===== config.mk =====
export PLATFORM = sky130hd
export DESIGN_NAME = tetris_row_clear
export DESIGN_NICKNAME = d
export VERILOG_FILES = /design/src/rtl/tetris_pkg.sv /design/src/rtl/tetris_row_clear.sv
export SDC_FILE = /design/constraint.sdc
export NUM_CORES = 1
export LEC_CHECK = 0
export ABC_AREA = 1
export BUFFER_PORTS_ARGS = -buffer_cell sky130_fd_sc_hd__buf_2
export CELL_PAD_IN_SITES_DETAIL_PLACEMENT = 0
export CELL_PAD_IN_SITES_GLOBAL_PLACEMENT = 1
export CORE_AREA = 2 2 83 85
export CTS_CLUSTER_DIAMETER = 30
export CTS_CLUSTER_SIZE = 8
export DETAILED_ROUTE_END_ITERATION = 8
export DIE_AREA = 0 0 85 87
export PLACE_DENSITY_LB_ADDON = 0.1
export SYNTH_ARGS = -nofsm -noshare
export SYNTH_HDL_FRONTEND = slang
export SYNTH_SLANG_ARGS = --single-unit

===== constraint.sdc =====
create_clock -name clk -period 1.9 [get_ports clk]
set_clock_uncertainty 0.1 [all_clocks]
set_input_delay 0.38 -clock clk [delete_from_list [all_inputs] [get_ports clk]]
set_output_delay 0.38 -clock clk [all_outputs]
set_load 0.05 [all_outputs]

===== src/rtl/tetris_pkg.sv =====
// Shared Tetris definitions: board dimension defaults, empty-cell colour and
// the line-clear engine state encoding.
package tetris_pkg;

  localparam int unsigned BOARD_W_DEF = 21;
  localparam int unsigned BOARD_H_DEF = 41;
  localparam int unsigned COLOR_W_DEF = 3;

  localparam logic [2:0] EMPTY_COLOR = 3'd7;

  typedef enum logic [2:0] {
    IDLE,
    SCAN_RD,
    SCAN_CHK,
    SHIFT_RD,
    SHIFT_WR,
    DONE
  } row_clr_state_t;

endpackage


===== src/rtl/tetris_row_clear.sv =====
// Line-clear engine: scans the SRAM board bottom-up, removes each full row by
// shifting every row above it down one, refills row 0 with the empty colour and
// reports the number of rows removed.
module tetris_row_clear #(
  parameter int unsigned          BOARD_W     = tetris_pkg::BOARD_W_DEF,
  parameter int unsigned          BOARD_H     = tetris_pkg::BOARD_H_DEF,
  parameter int unsigned          COLOR_W     = tetris_pkg::COLOR_W_DEF,
  parameter logic [COLOR_W-1:0]   EMPTY_COLOR = COLOR_W'(tetris_pkg::EMPTY_COLOR),
  parameter int unsigned          X_W         = $clog2(BOARD_W),
  parameter int unsigned          Y_W         = $clog2(BOARD_H),
  parameter int unsigned          L_W         = $clog2(BOARD_H + 1)
) (
  input  logic               clk,
  input  logic               reset,
  input  logic               start,
  input  logic [COLOR_W-1:0] sram_rdata,
  output logic               busy,
  output logic               done,
  output logic [L_W-1:0]     lines_cleared,
  output logic               clr_pulse,
  output logic [Y_W-1:0]     clr_row,
  output logic               sram_re,
  output logic               sram_we,
  output logic [X_W-1:0]     sram_x,
  output logic [Y_W-1:0]     sram_y,
  output logic [COLOR_W-1:0] sram_wdata
);

  import tetris_pkg::*;

  localparam logic [X_W-1:0] X_LAST = X_W'(BOARD_W - 1);
  localparam logic [Y_W-1:0] Y_LAST = Y_W'(BOARD_H - 1);

  row_clr_state_t state, state_n;

  logic [X_W-1:0] x, x_n;
  logic [Y_W-1:0] y, y_n;
  logic [Y_W-1:0] sy, sy_n;
  logic [L_W-1:0] lines, lines_n;
  logic [L_W-1:0] lines_cleared_q, lines_cleared_n;
  logic [Y_W-1:0] clr_row_q, clr_row_n;
  logic           row_full;

  // State and counter registers.
  always_ff @(posedge clk or negedge reset) begin
    if (!reset) begin
      state           <= IDLE;
      x               <= '0;
      y               <= '0;
      sy              <= '0;
      lines           <= '0;
      lines_cleared_q <= '0;
      clr_row_q       <= '0;
    end else begin
      state           <= state_n;
      x               <= x_n;
      y               <= y_n;
      sy              <= sy_n;
      lines           <= lines_n;
      lines_cleared_q <= lines_cleared_n;
      clr_row_q       <= clr_row_n;
    end
  end

  // Next-state and counter update; row_full flags the last cell of a full row.
  always_comb begin
    state_n         = state;
    x_n             = x;
    y_n             = y;
    sy_n            = sy;
    lines_n         = lines;
    lines_cleared_n = lines_cleared_q;
    clr_row_n       = clr_row_q;
    row_full        = 1'b0;
    case (state)
      IDLE: begin
        if (start) begin
          x_n     = '0;
          y_n     = Y_LAST;
          lines_n = '0;
          state_n = SCAN_RD;
        end
      end
      SCAN_RD: state_n = SCAN_CHK;
      SCAN_CHK: begin
        if (sram_rdata == EMPTY_COLOR) begin
          if (y == '0) begin
            // Result is loaded on entry to DONE so it is valid alongside done.
            lines_cleared_n = lines;
            state_n         = DONE;
          end else begin
            y_n     = y - 1'b1;
            x_n     = '0;
            state_n = SCAN_RD;
          end
        end else if (x == X_LAST) begin
          row_full  = 1'b1;
          clr_row_n = y;
          lines_n   = lines + 1'b1;
          sy_n      = y;
          x_n       = '0;
          state_n   = SHIFT_RD;
        end else begin
          x_n     = x + 1'b1;
          state_n = SCAN_RD;
        end
      end
      SHIFT_RD: state_n = SHIFT_WR;
      SHIFT_WR: begin
        if (x == X_LAST) begin
          x_n = '0;
          if (sy == '0) begin
            // The row that dropped into y must itself be re-checked.
            state_n = SCAN_RD;
          end else begin
            sy_n    = sy - 1'b1;
            state_n = SHIFT_RD;
          end
        end else begin
          x_n     = x + 1'b1;
          state_n = SHIFT_RD;
        end
      end
      DONE:    state_n = IDLE;
      default: state_n = IDLE;
    endcase
  end

  // Moore decode of status, strobes and addresses from state and counters.
  always_comb begin
    busy       = (state != IDLE);
    done       = (state == DONE);
    sram_re    = 1'b0;
    sram_we    = 1'b0;
    sram_x     = '0;
    sram_y     = '0;
    sram_wdata = '0;
    case (state)
      SCAN_RD: begin
        sram_re = 1'b1;
        sram_x  = x;
        sram_y  = y;
      end
      SCAN_CHK: begin
        sram_x = x;
        sram_y = y;
      end
      SHIFT_RD: begin
        sram_x = x;
        if (sy != '0) begin
          sram_re = 1'b1;
          sram_y  = sy - 1'b1;
        end
      end
      SHIFT_WR: begin
        sram_we    = 1'b1;
        sram_x     = x;
        sram_y     = sy;
        sram_wdata = (sy == '0) ? EMPTY_COLOR : sram_rdata;
      end
      default: ;
    endcase
  end

  // Detection outputs: the pulse coincides with the read of the last cell.
  always_comb begin
    clr_pulse     = row_full;
    clr_row       = row_full ? y : clr_row_q;
    lines_cleared = lines_cleared_q;
  end

endmodule


-- Word level (Yosys, flattened, before mapping)
Cells that the tools add are included.
- bits in registers: 38
- bits of input ports: 6
- output and inout port bits: 31
- logic and storage cells: 80
- add/subtract/negate cells: 4
- equality and inequality tests: 15
- mux-type cells: 37
- bitwise gates (word level): 1
- reductions and logical operators: 16
- operator list (cell ; count):
    two-way mux 6 bit ; 12
    one-hot mux 6 bit (2 select lines) ; 3
    two-way mux 5 bit ; 5
    two-way mux 3 bit ; 6
    one-hot mux 6 bit (3 select lines) ; 1
    one-hot mux 3 bit (5 select lines) ; 1
    one-hot mux 5 bit (3 select lines) ; 1
    inequality test 2 bit, second input constant ; 7
    logical NOT 6 bit ; 2
    subtractor 6 x 1 -> 6 bit, second input constant ; 2
    == test 3 bit, second input constant ; 3
    AND reduction 3 bit ; 3
    AND reduction 4 bit ; 2
    adder 6 x 1 -> 6 bit, second input constant ; 1
    == test 3 x 2 -> 1 bit, second input constant ; 2
    nonzero test 3 bit ; 2
    nonzero test 6 bit ; 1
    adder 5 x 1 -> 5 bit, second input constant ; 1
    == test 5 bit, second input constant ; 1
    two-way mux 1 bit ; 5
    AND reduction 5 bit ; 1
    two-way mux 2 bit ; 2
    nonzero test 2 bit ; 2
    OR reduction 4 bit ; 1
    other kinds (6) ; 6

-- Longest topological paths before layout
Gate-level depths: netlist (run 1).
- depth in word-level cells: 5
- depth in mapped cells: 10
- depth with buffers taken out: 9

-- Least setup slack after synthesis (run 1)
OpenSTA, ideal clock, no wires.
- kind: flip-flop to output port
- start: register sy[0]
- end: output sram_y[0]
- data arrival time: 2046 ps
- required time: 1420 ps
- path slack: -626 ps
- cell stages (with the launch flop): 6
- buffers on the path: 0
- cells stage by stage: dfrtp_1 > inv_1 > ha_1 > nand4_1 > nand2_1 > o21ai_0
- longest elaborated chain between the ends: 3
- elaborated cells on any way between the ends: 4
- classes of those cells: add/sub: 1; mux: 2; reduce/logical: 1
- RTL lines (element ; RTL line ; RTL):
    start, declared ; tetris_row_clear.sv:38 ; logic [Y_W-1:0] sy, sy_n;
    start signal, assigned ; tetris_row_clear.sv:58 ; sy <= sy_n;
    subtractor 6 x 1 -> 6 bit or nonzero test 6 bit (tied branches) ; tetris_row_clear.sv:152, tetris_row_clear.sv:150 ;
    two-way mux 6 bit ; tetris_row_clear.sv:150 ; if (sy != '0) begin
    one-hot mux 6 bit (3 select lines) (*) ; tetris_row_clear.sv:138 ; case (state)
    end, declared ; tetris_row_clear.sv:25 ; output logic [Y_W-1:0] sram_y,
Every way passes the cells marked *; elsewhere a longest branch is shown, timed or not.

-- Final worst setup path (run 1)
- start: register x[1]
- end: output clr_row[1]
- longest elaborated chain between the ends: 5
- RTL lines (element ; RTL line ; RTL):
    start, declared ; tetris_row_clear.sv:36 ; logic [X_W-1:0] x, x_n;
    start signal, assigned ; tetris_row_clear.sv:56 ; x <= x_n;
    == test 5 bit ; tetris_row_clear.sv:96 ; end else if (x == X_LAST) begin
    two-way mux 1 bit ; tetris_row_clear.sv:96 ;
    two-way mux 1 bit ; tetris_row_clear.sv:86 ; if (sram_rdata == EMPTY_COLOR) begin
    two-way mux 1 bit ; tetris_row_clear.sv:75 ; case (state)
    two-way mux 6 bit ; tetris_row_clear.sv:168 ; clr_row = row_full ? y : clr_row_q;
    end, declared ; tetris_row_clear.sv:21 ; output logic [Y_W-1:0] clr_row,
No other way between the ends.

==> run metrics, run 1 <==
Final period util 115%; Tmin final 2190 ps; die width between 80 and 90 um; initial DRC count 43; Reg2Reg Depth 11; syn_nets around 320; register area share after synthesis about two fifths; H-tree depth 2; RSZ-0062 raised after global routing true; Die ar. roughly 7400 um^2; VDD IR max approximately 0.74 mV; Die Y 87 um; DRC 0; Slew headroom between 60% and 70%; slew of the pin with the lowest slew margin 519 ps; Max Slew Vio Count 0; post-synthesis async set-or-reset flop share 100%; Site Rows 30; Max Cap Violations 0; HPWL Detailed around 4600 um; number of global-route vias before repair 2176; Hold Crit Class input port to asynchronous set/reset pin; required time of the critical path 1420 ps; GPL Wtd Cong around 0.77; antenna viol nets, final 0; Yosys reg bits 38; failing checks setup timing; Post-synth EDFFs 0; Starting Density between 30% and 40%; PortBufs 36; All-Layer GR Usage between 10% and 20%; Routed WL ~6500 um; vias per cell between 4 and 5; power density over the cells about 1200 nW/um^2; setup ws final -294 ps; first-pass GRT wire length between 10000 and 15000 um; Mapped Cells 309; CTS tree built; core area about 6600 um^2; most frequent cells in the layout nand2_1 (85), buf_4 (62), dfrtp_1 (37), inv_1 (29), buf_6 (22); Synth Cell Area ~2300 um^2; critical path class register to output port; worst hold slack between 30 and 40 ps; fmax 0.456 GHz; syn avg cell area between 7 and 8 um^2; Wirelength per Cell around 13 um; reg-to-reg critical path startpoint state[0]; crit path from x[1]; Ports 37; Yosys cell types 30; largest net degree at the start of global routing 39; # clock sinks 38; diodes inserted 0; Startpoint Class register; Initial DRT Pass Iterations 4; Clock Pin Slew Worst Setup and Hold Paths approximately 80 ps; grt ovf 0; worst-skew pair later-pin latency ~290 ps; WP data arrival roughly 1700 ps; # nets final approximately 420; # hold bufs at CTS 0; CP Capture Point clr_row[1]; status finished with violations; layout cell share with drive strength beyond 1 a little over two fifths; TritonCTS Buffers 5; final core utilization between 50% and 60%; Final setup viols 24; R2R Setup Slk between 100 and 150 ps; most common cell after layout, fill and taps aside nand2_1; worst-case clock buffer depth 2; ys flop type dfrtp_1; Layout fillers approximately 650; antenna violations before repair 0; Leak roughly 1.8 nW; Reg-to-Reg End sy[4]; Root Buffer clkbuf_8; final hold vios 0; yosys warns 0; Area growth, synth to finish 53.0%; vias about 2300; setup TNS -4800 ps; crit-path max FO 8; Critical Path Sink Type output port
==> kinds of logic after synthesis <==
logic type	share of synthesized area, %
AND/OR/NAND/NOR	32.9
XOR/XNOR	3.02
flip-flops	41.0
buffers and inverters	8.32
AO/OA/AOI/OAI	11.4
adder cells (fa/ha/maj)	3.24
==> area by class of cell <==
class	count	area [um^2]	share of cell area, %
Tap cell	80	100	2.82
Sequential cell	38	952	26.9
Inverter	41	159	4.48
Timing Repair Buffer	100	843	23.8
Multi-Input combinational cell	226	1420	39.9
Clock buffer	7	76.3	2.15
==> registers in the layout, summed over array words and instances, names as in the netlist <==
name,cells
clr_row_q,6
lines,6
lines_cleared,6
state,3
sy,6
x,5
y,6
==> cell usage after synthesis, types with 2 or more instances <==
cell | instances | area share, %
o21ai_0 | 19 | 4.1
nor3_2 | 2 | 0.86
nand2_4 | 4 | 1.9
nand2_1 | 100 | 16
a21oi_1 | 6 | 1.3
buf_4 | 2 | 0.65
buf_2 | 2 | 0.43
inv_1 | 37 | 6.0
inv_2 | 3 | 0.49
nand4_1 | 7 | 1.9
ha_1 | 6 | 3.2
o21ai_2 | 7 | 2.6
xor2_1 | 8 | 3.0
nand3_1 | 26 | 5.6
nor2_1 | 19 | 3.1
nand2_2 | 4 | 1.1
o21ai_1 | 6 | 1.3
nor2_2 | 2 | 0.54
dfrtp_1 | 38 | 41
==> through the flow <==
step	cell area [um^2]	power, mW	setup slack (ps)	cells
after global routing	3550	4.42	-392	492
final	3550	4.12	-294	492
after detailed placement	3030	3.07	-160	469
after CTS	3420	3.99	-288	482
after global placement	3030	3.06	-111	469
after floorplan	2430	2.39	-261	309
==> power breakdown <==
group          total [mW]  internal [mW]  switching (mW)
combinational        2.57           1.02            1.55
sequential           1.02          0.908           0.109
clock               0.536          0.253           0.283
==> worst max-delay path, stage by stage (launching register included) <==
cell and delay (ps):
dfrtp_1 400, inv_2 80, ha_4 120, nand4_1 120, inv_2 190, nand2_8 140, o21ai_4 190, buf_6 180
==> metal layers <==
| metal | routed length (um) | vias to the layer above | global-route usage, % |
|---|---|---|---|
| met1 | 3200 | 1080 | 25.9 |
| met4 | 58 | 0 | 5.05 |
| li1 | - | 1197 | - |
| met5 | 0 | - | 0 |
| met3 | 240 | 5 | 2.94 |
| met2 | 3030 | 43 | 29.1 |
==> worst min path at each step <==
| stage | startpoint | slack (ps) | end |
|---|---|---|---|
| floorplan | reset | -20 | clr_row_q[0] |
| global placement | lines_cleared[3] | 360 | lines_cleared[3] |
| detailed placement | lines_cleared[3] | 370 | lines_cleared[3] |
| CTS | reset | 60 | x[4] |
| global route | reset | 100 | x[4] |
| finish | reset | 40 | x[4] |
==> what timing repair did <==
| action | in CTS | in global routing |
|---|---|---|
| pin swaps | 5 | 9 |
| gates resized for setup | 84 | 13 |
| buffers inserted | 6 | 9 |
| endpoints found under the setup margin | 24 | 31 |
| gates cloned | 0 | 1 |
Power figures use the tool's default switching activity.
==> run 2, diff against run 1 <==
- BUFFER_PORTS_ARGS: -buffer_cell sky130_fd_sc_hd__buf_2 -> unset
- CORE_AREA: 2 2 83 85 -> 2 2 82 84
- CTS_CLUSTER_DIAMETER: 30 -> unset
- DIE_AREA: 0 0 85 87 -> 0 0 84 86
- DONT_BUFFER_PORTS: unset -> 1
==> run metrics, run 2 (same netlist as run 1, synthesis figures left out) <==
PortBufs 0; Slew headroom around 67%; HPWL Detailed around 4500 um; Hold Crit Class input port to register; RSZ-0062 raised after global routing true; final hold vios 0; power density over the cells approximately 1200 nW/um^2; diodes inserted 0; Final setup viols 23; number of global-route vias before repair approximately 2400; vias per cell slightly below 5; CP max stage delay between 400 and 500 ps; Max Slew Vio Count 0; most frequent cells in the layout nand2_1 (87), buf_4 (60), dfrtp_1 (37), inv_1 (28), nand3_1 (20); setup ws final -288 ps; pre-CTS setup slack -76.6 ps; CP Cell Sequence inv_2 > nand3_4 > nor2_4 > nand2_8 > o21ai_4; largest net degree at the start of global routing 39; Startpoint Class register; die width 84 um; failing checks setup timing; slew of the pin with the lowest slew margin ~490 ps; final core utilization between 50% and 60%; # clock sinks 38; worst hold slack roughly 270 ps; WP data arrival between 1500 and 2000 ps; worst-skew pair later-pin latency 290 ps; H-tree depth 2; layout cell share with drive strength beyond 1 between 40% and 50%; slowest CP cell dfrtp_1; Site Rows 29; vias approximately 2300; status finished with violations; Max Cap Violations 0; antenna viol nets, final 0; Starting Density a little under two fifths; Die Y around 86 um; Area growth, synth to finish 61.2%; delay-heaviest family, CP simple AND/OR/NAND/NOR gates; required time of the critical path about 1400 ps; initial DRC count between 80 and 90; Leak about 1.8 nW; Placed Area just over 3000 um^2; most common cell after layout, fill and taps aside nand2_1; Routed WL between 6000 and 7000 um; Layout fillers 562; CTS tree built; antenna violations before repair 0; Initial DRT Pass Iterations 4; All-Layer GR Usage between 20% and 30%; first-pass GRT wire length ~12000 um; GPL Wtd Cong 0.773; crit-path max FO 8; Final period util 115%; fmax between 0.4 and 0.5 GHz; worst-case clock buffer depth 2; TritonCTS Buffers 5; global route hottest layer met2; Root Buffer clkbuf_8; Ports 37; routing usage on met1 between 20% and 30%; cell area after layout roughly 3700 um^2; # nets final approximately 420; Die ar. roughly 7200 um^2; critical path class register to output port; Critical Path Sink Type output port; core area around 6300 um^2; Clock Pin Slew Worst Setup and Hold Paths roughly 70 ps; worst path bufs/invs 1; Wirelength per Cell 14.1 um; Tmin final approximately 2200 ps; M2 GR Usage 33.6%; VDD IR max around 0.64 mV; grt ovf 0; met3 usage about 3.8%; DRC 0
==> run 2: cell count changes in the layout (fill, tap and decap cells not counted), moves of 4 or more <==
cell	delta
buf_12	+12
buf_2	-11
buf_6	-7
nand2_2	-5
nor2_2	-4
nor2_4	+5
==> run 2: worst paths after layout <==
check / startpoint / endpoint / slack (ps) / cells past startpoint
worst min register to register: lines[5] / lines[5] / 450 / 2
worst max-delay path: state[2] / clr_row[4] / -290 / 5
worst max register to register: x[1] / lines[5] / 90 / 11
min in group asynchronous: reset / sy[1] / 440 / 2
max in group asynchronous: reset / state[1] / 1020 / 2
worst min-delay path: start / state[0] / 270 / 3
==> run 2: repair_timing <==
action,4_1_cts,5_1_grt
hold buffers,2,0
endpoints found under the hold margin,38,0
pin swaps,13,11
buffers inserted,17,15
gates resized for setup,63,16
cloned,2,0
setup endpoints to repair,23,36
==> run 2: per-layer routing <==
layer  up-vias  part of all wire (%)
met4         0                   1.1
met2        37                    50
met5         -                     0
met1      1105                    46
li1       1179                     -
met3         5                   3.6
==> run 2: report_power, final <==
group / total (mW) / leakage (nW) / internal, mW / switching, mW
combinational: 2.90 / 1.28 / 1.24 / 1.66
clock: 0.577 / 0.0482 / 0.293 / 0.284
sequential: 1.04 / 0.517 / 0.908 / 0.129
total: 4.51 / 1.85 / 2.44 / 2.08
==> run 2: through the flow <==
step           setup TNS (ps)  power (mW)  cells
2_1_floorplan           -1450        2.39    309
3_3_place_gp             -335        3.16    440
3_5_place_dp             -466        3.18    440
4_1_cts                 -5110        4.32    469
5_1_grt                 -7070        4.81    481
6_report                -5270        4.51    481
==> run 2: worst register-to-register path, cell delays in order, from the launching register on <==
cell,delay [ps]
dfrtp_1,390
inv_2,90
ha_4,130
nand4_1,140
inv_2,160
buf_4,160
nand2_4,100
buf_4,160
nand2_4,90
inv_1,60
nand2_1,60
o21ai_1,60
==> run 2: layout make-up <==
class / instances / area (um^2) / area share [%]
clock buffers: 7 / 86.3 / 2.31
clock inverters: 1 / 5.00 / 0.134
inverters: 41 / 161 / 4.32
multi-input cells: 226 / 1510 / 40.3
flip-flops and latches: 38 / 952 / 25.5
well taps: 77 / 96.3 / 2.58
repair buffers: 91 / 927 / 24.8
